==> src/rtl/adc_wire_window_mem.sv <==
// adc_wire_window_mem
// Memory-mapped ADC window for the wire module. Keeps a boxcar average per
// channel, maps one address window per channel plus one status word onto
// the CPU read bus, and latches debounced low-voltage wire-cut flags.
module adc_wire_window_mem #(
  parameter int                    NUM_CH     = 8,
  parameter int                    ADC_WIDTH  = 12,
  parameter int                    DATA_WIDTH = 16,
  parameter int                    ADDR_WIDTH = 16,
  parameter logic [ADDR_WIDTH-1:0] BASE_ADDR  = 16'he664,
  parameter logic [ADDR_WIDTH-1:0] WINDOW     = 16'h0222,
  parameter int                    AVG_LOG2   = 2,
  parameter logic [ADC_WIDTH-1:0]  CUT_THRESH = 12'h100,
  parameter int                    DEBOUNCE   = 4
) (
  input  logic                  clk,
  input  logic                  reset,
  input  logic                  en,
  input  logic [ADDR_WIDTH-1:0] addr,
  output logic [DATA_WIDTH-1:0] q,
  input  logic                  smp_valid,
  input  logic [3:0]            smp_ch,
  input  logic [ADC_WIDTH-1:0]  smp_data,
  output logic [NUM_CH-1:0]     cut_mask,
  output logic                  cut_event
);

  // Accumulator holds exactly 2**AVG_LOG2 full-scale samples, so it never overflows.
  localparam int ACC_W = ADC_WIDTH + AVG_LOG2;
  // With AVG_LOG2 = 0 the count stays at 0 and every sample completes an average.
  localparam int CNT_W = (AVG_LOG2 > 0) ? AVG_LOG2 : 1;
  localparam int DBC_W = $clog2(DEBOUNCE + 1);
  // Window arithmetic carries one extra bit so a set ending exactly at 2**ADDR_WIDTH is exact.
  localparam int AW1   = ADDR_WIDTH + 1;

  localparam logic [CNT_W-1:0] CNT_LAST   = CNT_W'((1 << AVG_LOG2) - 1);
  localparam logic [DBC_W-1:0] DBC_MAX    = DBC_W'(DEBOUNCE);
  localparam logic [AW1-1:0]   STATUS_OFF = AW1'(NUM_CH) * AW1'(WINDOW);
  localparam logic [AW1-1:0]   LAST_ADDR  = AW1'(BASE_ADDR) + STATUS_OFF;

  // The status word is the last mapped address; it must not wrap past the address space.
  if ((LAST_ADDR >= (AW1'(1) << ADDR_WIDTH)) || (NUM_CH < 1) || (NUM_CH > 16) ||
      (DATA_WIDTH < ADC_WIDTH) || (DATA_WIDTH < NUM_CH) || (DEBOUNCE < 1)) begin : g_bad_cfg
    $error("adc_wire_window_mem: invalid parameter set");
  end

  logic [ACC_W-1:0]     acc      [NUM_CH];
  logic [CNT_W-1:0]     cnt      [NUM_CH];
  logic [ADC_WIDTH-1:0] avg      [NUM_CH];
  logic [DBC_W-1:0]     dbc      [NUM_CH];

  logic [ACC_W-1:0]     acc_nx   [NUM_CH];
  logic [CNT_W-1:0]     cnt_nx   [NUM_CH];
  logic [ADC_WIDTH-1:0] avg_nx   [NUM_CH];
  logic [DBC_W-1:0]     dbc_nx   [NUM_CH];
  logic [NUM_CH-1:0]    mask_nx;
  logic [ACC_W-1:0]     sum;

  logic [AW1-1:0]        off;
  logic [DATA_WIDTH-1:0] rd_data;

  // Next-state for accumulation, averaging, debounce and cut latching.
  always_comb begin
    // NOTE: every combinational output gets a default first, so no path leaves it unassigned (no latch).
    acc_nx  = acc;
    cnt_nx  = cnt;
    avg_nx  = avg;
    dbc_nx  = dbc;
    mask_nx = cut_mask;
    sum     = '0;
    for (int k = 0; k < NUM_CH; k++) begin
      if (smp_valid && (smp_ch == 4'(k))) begin
        sum = acc[k] + ACC_W'(smp_data);
        if (cnt[k] == CNT_LAST) begin
          acc_nx[k] = '0;
          cnt_nx[k] = '0;
          avg_nx[k] = ADC_WIDTH'(sum >> AVG_LOG2);
          if (avg_nx[k] < CUT_THRESH) begin
            if (dbc[k] != DBC_MAX) dbc_nx[k] = dbc[k] + DBC_W'(1);
            if (dbc_nx[k] == DBC_MAX) mask_nx[k] = 1'b1;
          end else begin
            dbc_nx[k] = '0;
          end
        end else begin
          acc_nx[k] = sum;
          cnt_nx[k] = cnt[k] + CNT_W'(1);
        end
      end
    end
  end

  // Per-channel state registers; reset clears everything, including partial sums.
  always_ff @(posedge clk) begin
    if (reset) begin
      // NOTE: these small arrays are real registers that must start at 0, so they are reset explicitly.
      for (int k = 0; k < NUM_CH; k++) begin
        acc[k] <= '0;
        cnt[k] <= '0;
        avg[k] <= '0;
        dbc[k] <= '0;
      end
      cut_mask  <= '0;
      cut_event <= 1'b0;
    end else begin
      // NOTE: non-blocking assignments so every register samples pre-edge values.
      acc       <= acc_nx;
      cnt       <= cnt_nx;
      avg       <= avg_nx;
      dbc       <= dbc_nx;
      cut_mask  <= mask_nx;
      cut_event <= |(mask_nx & ~cut_mask);
    end
  end

  // Address decode against the current (pre-update) averages and mask.
  always_comb begin
    rd_data = '0;
    off     = AW1'(addr) - AW1'(BASE_ADDR);
    if (addr >= BASE_ADDR) begin
      for (int k = 0; k < NUM_CH; k++) begin
        if ((off >= AW1'(k) * AW1'(WINDOW)) && (off < AW1'(k + 1) * AW1'(WINDOW)))
          rd_data = DATA_WIDTH'(avg[k]);
      end
      if (off == STATUS_OFF) rd_data = DATA_WIDTH'(cut_mask);
    end
  end

  // Registered read port: q loads on en, otherwise holds.
  always_ff @(posedge clk) begin
    if (reset)   q <= '0;
    else if (en) q <= rd_data;
  end

endmodule

==> config.mk <==
export PLATFORM = sky130hd
export DESIGN_NAME = adc_wire_window_mem
export DESIGN_NICKNAME = d
export VERILOG_FILES = /design/src/rtl/adc_wire_window_mem.sv
export SDC_FILE = /design/constraint.sdc
export NUM_CORES = 1
export LEC_CHECK = 0
export ABC_AREA = 1
export CAP_MARGIN = 0
export CORE_MARGIN = 3
export CORE_UTILIZATION = 50
export CTS_BUF_LIST = sky130_fd_sc_hd__clkbuf_8
export DETAILED_ROUTE_END_ITERATION = 8
export GPL_ROUTABILITY_DRIVEN = 0
export PLACE_DENSITY = 0.74
export SLEW_MARGIN = 20
export SYNTH_ARGS = -nofsm -noshare
export SYNTH_HDL_FRONTEND = slang
export SYNTH_SLANG_ARGS = --single-unit
==> constraint.sdc <==
create_clock -name clk -period 3.67 [get_ports clk]
set_input_delay 1.101 -clock clk [delete_from_list [all_inputs] [get_ports clk]]
set_output_delay 1.101 -clock clk [all_outputs]
set_load 0.01 [all_outputs]
# ---- After elaboration in Yosys (flattened, before gate mapping)
# Cells that the tools add are included.
# W data, S select, Z words.
dict set report word_totals {
  regBits 273
  output_inout_bits 25
  elab_cells 243
}
dict set report op_classes {
  n_addsub 25
  order_cmp 25
  n_eq_ne 32
  mux 98
  bitwise_logic 2
  reduce_logical 26
}
# cell count
set ops {}
lappend ops {{$mux W16} 9}
lappend ops {{$mux W3} 40}
lappend ops {{$add A14 B12 Y14} 8}
lappend ops {{$mux W14} 8}
lappend ops {{$lt A12 B9 Y1 const B} 8}
lappend ops {{$ge A17 B12 Y1 const B} 4}
lappend ops {{$lt A17 B12 Y1 const B} 4}
lappend ops {{$ge A17 B11 Y1 const B} 2}
lappend ops {{$lt A17 B11 Y1 const B} 2}
lappend ops {{$mux W1} 32}
lappend ops {{$add A3 B1 Y3 const B} 8}
lappend ops {{$eq A3 B3 Y1 const B} 8}
lappend ops {{$ne A3 B3 Y1 const B} 8}
lappend ops {{$eq A17 B13 Y1 const B} 1}
lappend ops {{$ge A17 B1 Y1 const B} 1}
lappend ops {{$ge A17 B10 Y1 const B} 1}
lappend ops {{$lt A17 B10 Y1 const B} 1}
lappend ops {{$lt A17 B13 Y1 const B} 1}
lappend ops {{$sub A16 B16 Y17 const B} 1}
lappend ops {{$add A2 B1 Y2 const B} 8}
lappend ops {{$eq A2 B2 Y1 const B} 8}
lappend ops {{$eq A4 B3 Y1 const B} 4}
lappend ops {{$ge A16 B16 Y1 const B} 1}
lappend ops {{$logic_and A1 B1 Y1} 16}
lappend ops {{other kinds (9)} 24}

# ---- Depth between registers and ports, before layout
dict set report logic_depth {
  word_depth 13
  ltp_mapped 25
}

# ---- Worst setup path after synthesis
# Ideal clock, no wire load.
dict set report synth_timing {
  path_kind {input -> register}
  startpoint {input smp_data[0]}
  endpoint {register cut_event}
  arrival_ps 3163
  slack_ps 437
  path_stages 16
  cell_sequence {ha_1 > fa_1 > nand3_1 > nand2_1 > nand2_1 > nand2_1 > nand2_1 > nand2_1 > a21oi_1 > xor2_1 > nand2_1 > nor2_1 > nand3_1 > o21ai_0 > nor2_1 > a21oi_1}
}
dict set report synth_via {
  elab_chain_cells 7
  elab_cells_between_ends 42
}
# item line_no
set synth_rtl {}
lappend synth_rtl {{from (decl)} 23} ;# input logic [ADC_WIDTH-1:0] smp_data,
lappend synth_rtl {{$add A14 B12 Y14} 73} ;# sum = acc[k] + ACC_W'(smp_data);
lappend synth_rtl {{$lt A12 B9 Y1} 78} ;# if (avg_nx[k] < CUT_THRESH) begin
lappend synth_rtl {{$mux W1} 78}
lappend synth_rtl {{$mux W1} 74} ;# if (cnt[k] == CNT_LAST) begin
lappend synth_rtl {{$mux W1} 72} ;# if (smp_valid && (smp_ch == 4'(k))) begin
lappend synth_rtl {{$and A8 B8 Y8 (*)} 111} ;# cut_event <= |(mask_nx & ~cut_mask);
lappend synth_rtl {{$reduce_or A8 Y1 (*)} 111}
lappend synth_rtl {{to (signal assigned)} 111}
lappend synth_rtl {{to (decl)} 25} ;# output logic cut_event
# Every way passes the cells marked *; elsewhere a longest branch is shown, timed or not.
# A chain may end at the register's enable or synchronous reset.

# ---- Final worst setup path
# Same ends and word-level chain as after synthesis.

==> results by stage <==
CTS:
- The CTS tree is yes.
- The CTS H-tree depth is 2.
- In this run the deepest clock path goes through 3 buffers.
- CTS placed an instance of clkbuf_8 at the clock tree root.
- The clock latency at the later pin of the worst-skew pair is 0.58 ns.
- The clock-pin transition on the worst setup and hold timing paths is 0.06 ns.
- TritonCTS created 48 clock buffers.
- The number of setup buffers added after CTS is 0.
- The number of sinks handled by clock tree synthesis is 269.

Place:
- The post-placement setup slack is -0.430 ns.
- In this run the tool buffered the top-level ports with 56 buffer cells.
- Detailed placement finished with a half-perimeter wire length of 37,700 um.
- The cell area after placement is 20,300 um2.

Hold path:
- The path category of the worst min-delay check is register to register.
- The worst hold path passes through 2 cells.
- The path with the worst hold slack has its endpoint at avg[72].
- The startpoint identified for the worst hold timing path is avg[72].

Drt:
- The violation count after the first detailed-route iteration is 1,342.
- After detailed routing, the number of remaining DRC violations is 0.
- In this run the remaining antenna-violating nets after routing total 0.
- Detailed routing inserted a total of 17,700 vias.
- The first-pass detailed-route iteration total is 5.
- Summed over all layers, the routed wires come to 51,000 um.
- The final routed wire length divided by cell count is 15.2 um.
- The via-per-instance ratio is 5.28.

Layout:
- Counting the fill cells in the layout gives 3,012.
- At the end of the flow, the number of nets in the layout was 3,041.
- In the final layout, the share of cells above drive strength 1 is 15.6%.
- After routing the design area is 21,400 um2.
- The final antenna diode count is 0.
- Relative to the synthesized area, the layout overhead comes to 24.6%.

Synthesis:
- The number of instances in the synthesized netlist is 2,555.
- The sequential share of the synthesized area is 31.3%.
- The cell area that synthesis handed to floorplanning was 17,200 um2.
- The number of register bits inferred by synthesis is 269.
- The Yosys step of the flow raised 0 warnings.
- In this run, distinct cell masters in the synthesized netlist total 48.
- The mean area per synthesized cell is 6.73 um2.

Pwr:
- The worst voltage drop across the vdd grid is 0.250 mV.
- The relative contribution of combinational cells to total power is 12.7%.
- Internal power comes to 5.10 mW.
- Of the total power, the clock network draws 44.7%.
- The power spent charging and discharging nets is 1.83 mW.
- Sequential cells burn 42.6% of the power.
- The leakage power of the design is 10.3 nW.
- In this run the power density over the cells is 323 nW/um2.
- The total power is 6.93 mW.
- The proportion of total power due to net switching is 26.4%.

Run status:
- The run finished with clean final reports.

Global routing:
- The first global-routing pass estimated 81,700 um of wire.
- Entering global routing, the biggest net connects 180 pins.
- The number of global-route vias before repair came to 17,000.
- The remaining global-route overflow is 0.
- Global routing used 27.4% of the available tracks.
- The initial antenna violation count was 0.

Worst setup path:
- The worst setup path is captured at a register.
- The critical path startpoint category is a primary input.
- The cell count of the worst reg-to-reg path is 16.
- The critical path in this run is classified as primary input to register.
- The launching point of the worst reg2reg path is acc[0].
- Traced cell by cell, the critical path runs through clkdlybuf4s50_1 -> buf_4 -> buf_12 -> ha_1 -> fa_1 -> a21oi_1 -> o21bai_1 -> nand2_1 -> nand2_1 -> a21oi_1 -> o21ai_0 -> xor2_1 -> nand2_1 -> nor2_1 -> nand4_1 -> nand2_1 -> nor2_1 -> a21oi_1.
- For the worst setup path, the data required time is 4.15 ns.
- The largest individual stage delay along the critical path comes from the cell fa_1.
- The endpoint identified for the worst register-to-register timing path is cut_event.
- The critical path arrival is 4.07 ns.
- On the worst path, the slowest cell contributes a delay of 0.40 ns.
- The setup slack of the most critical reg-to-reg path is 0.96 ns.
- The most used cell along the critical path is nand2_1.
- The largest driver fanout on the critical path is 5.

Die:
- Pin placement for this block handled 61 I/O pins.
- In this run the standard cell core region covers 33,700 um2.
- The initial utilization of the core area, before any placement, comes to 51.0%.
- The die is 191 um tall.
- In this run the core area contains 67 standard-cell rows.
- The chip width is 191 um.
- The floorplan step defined a die boundary enclosing 36,600 um2.

STA:
- Between clock sinks in the finished design, the worst skew comes to 0.0135 ns.
- The max-slew violation count was 0.
- The worst hold slack after final layout is 0.465 ns.
- Setup violations remaining at the end of the flow were counted as 0.
- The final count of hold timing violations is 0.
- Setup repair after global routing could not meet its margin everywhere.
- The least setup slack across all paths after layout is 0.0799 ns.
- Based on the critical path, the design can be clocked at up to 0.279 GHz.
- For the pin with the worst max-slew slack, the measured transition is 1.03 ns.
- Counting I/O delays and the setup requirement, the final critical path takes 3.59 ns.
- The final critical path takes up 97.8% of the cycle.
- Measured against its own limit, the worst slew margin works out to 31.4%.

Run:
- The tool flagged a number of max-cap violations equal to 0.
stage by stage:
stage,std cells,util [%],TNS (ns)
3_3_place_gp,3272,60.3,-6.68
2_1_floorplan,2558,-,0
4_1_cts,3360,63.5,0
6_report,3360,63.6,0
3_5_place_dp,3272,60.3,-9.45
5_1_grt,3360,63.6,-0.259
synth_stat cells, drive strengths merged:
cell type	number	share of area [%]
o21a	15	0.66
o21ai	169	4.9
ha	123	9.0
nand2	638	14
nor2	186	4.4
dfxtp	269	31
a21oi	284	8.6
xnor2	14	0.71
o211ai	26	1.1
nor3b	1	0.044
o41ai	1	0.051
buf	20	0.74
nor3	21	0.61
a21o	6	0.26
o2111ai	3	0.15
and2	2	0.087
clkinv	20	0.44
or2	22	0.80
nand4	21	0.76
o22ai	2	0.073
fa	8	0.93
inv	355	7.8
o21bai	16	0.70
xor2	90	4.6
nand3	166	5.0
clkbuf	56	1.2
nor4	8	0.29
conb	1	0.022
a211oi	4	0.17
nand3b	1	0.044
a221oi	1	0.051
a31oi	6	0.22
cell families after synthesis:
kind of cell | count (synthesis) | share of synthesized area (%)
AND/OR/NAND/NOR | 1066 | 26.3
buffers and inverters | 451 | 10.2
adder cells (fa/ha/maj) | 131 | 9.88
flip-flops | 269 | 31.3
other | 1 | 0.0218
AO/OA/AOI/OAI | 533 | 17.0
XOR/XNOR | 104 | 5.30
power by group through the flow:
stage / combinational (mW) / sequential (mW) / clock (mW)
2_1_floorplan: 0.440 / 3.01 / 0
3_3_place_gp: 0.840 / 3.01 / 0
3_5_place_dp: 0.857 / 3.01 / 0
4_1_cts: 0.864 / 2.95 / 3.14
5_1_grt: 0.956 / 2.95 / 3.28
6_report: 0.879 / 2.95 / 3.10
routing by layer:
metal	share of wire, %	up-vias	global-route usage (%)
met4	4.2	0	11.3
met2	45	554	45.2
met3	7.1	140	5.15
met5	0	-	0
li1	-	8913	-
met1	44	8124	35.3
registers in the layout, summed over array words and instances, names as in the netlist:
name	cells
dbc	24
avg	96
cnt	16
acc	112
q	12
cut_mask	8
cut_event	1
how the worst max path moves through the flow:
| stage | startpoint | endpoint | slack [ns] |
|---|---|---|---|
| global route | smp_data[0] | dbc[12] | -0.09 |
| floorplan | smp_data[0] | cut_event | 0.44 |
| finish | smp_data[0] | cut_event | 0.08 |
| CTS | smp_data[7] | cut_event | 0.17 |
| detailed placement | smp_data[0] | cut_event | -0.43 |
| global placement | smp_data[0] | cut_event | -0.40 |
cell usage in the layout, fill, tap and decap left out, types with 26 or more instances in the layout:
cell type / n
xor2_1: 90
clkdlybuf4s50_1: 55
nor2_1: 170
clkbuf_8: 62
nand2_1: 616
ha_1: 123
o21ai_0: 165
a21oi_1: 271
dfxtp_1: 269
o211ai_1: 26
inv_1: 353
nand3_1: 163
buf_4: 271
timing repair:
item | 4_1_cts | 5_1_grt
hold endpoints to repair | 0 | 0
gates resized for setup | 0 | 7
endpoints found under the setup margin | 0 | 8
hold buffers | 0 | 0
critical path: cells and delay by family:
family	cells	cell delay, ns
xor+xnor	1	0.25
compound gates	5	0.61
buf+inv	3	0.72
fa+ha+maj	2	0.62
simple gates	7	0.75
cell type report:
class	instances	area [um2]	area share [%]
timing repair buffer	342	2900	13.5
inverter	375	1410	6.58
multi-input combinational	1838	10100	47.1
sequential	269	5390	25.1
clock inverter	26	216	1.01
clock buffer	62	853	3.98
tap	448	561	2.62
Note: power is estimated with default switching activity, not from simulation.
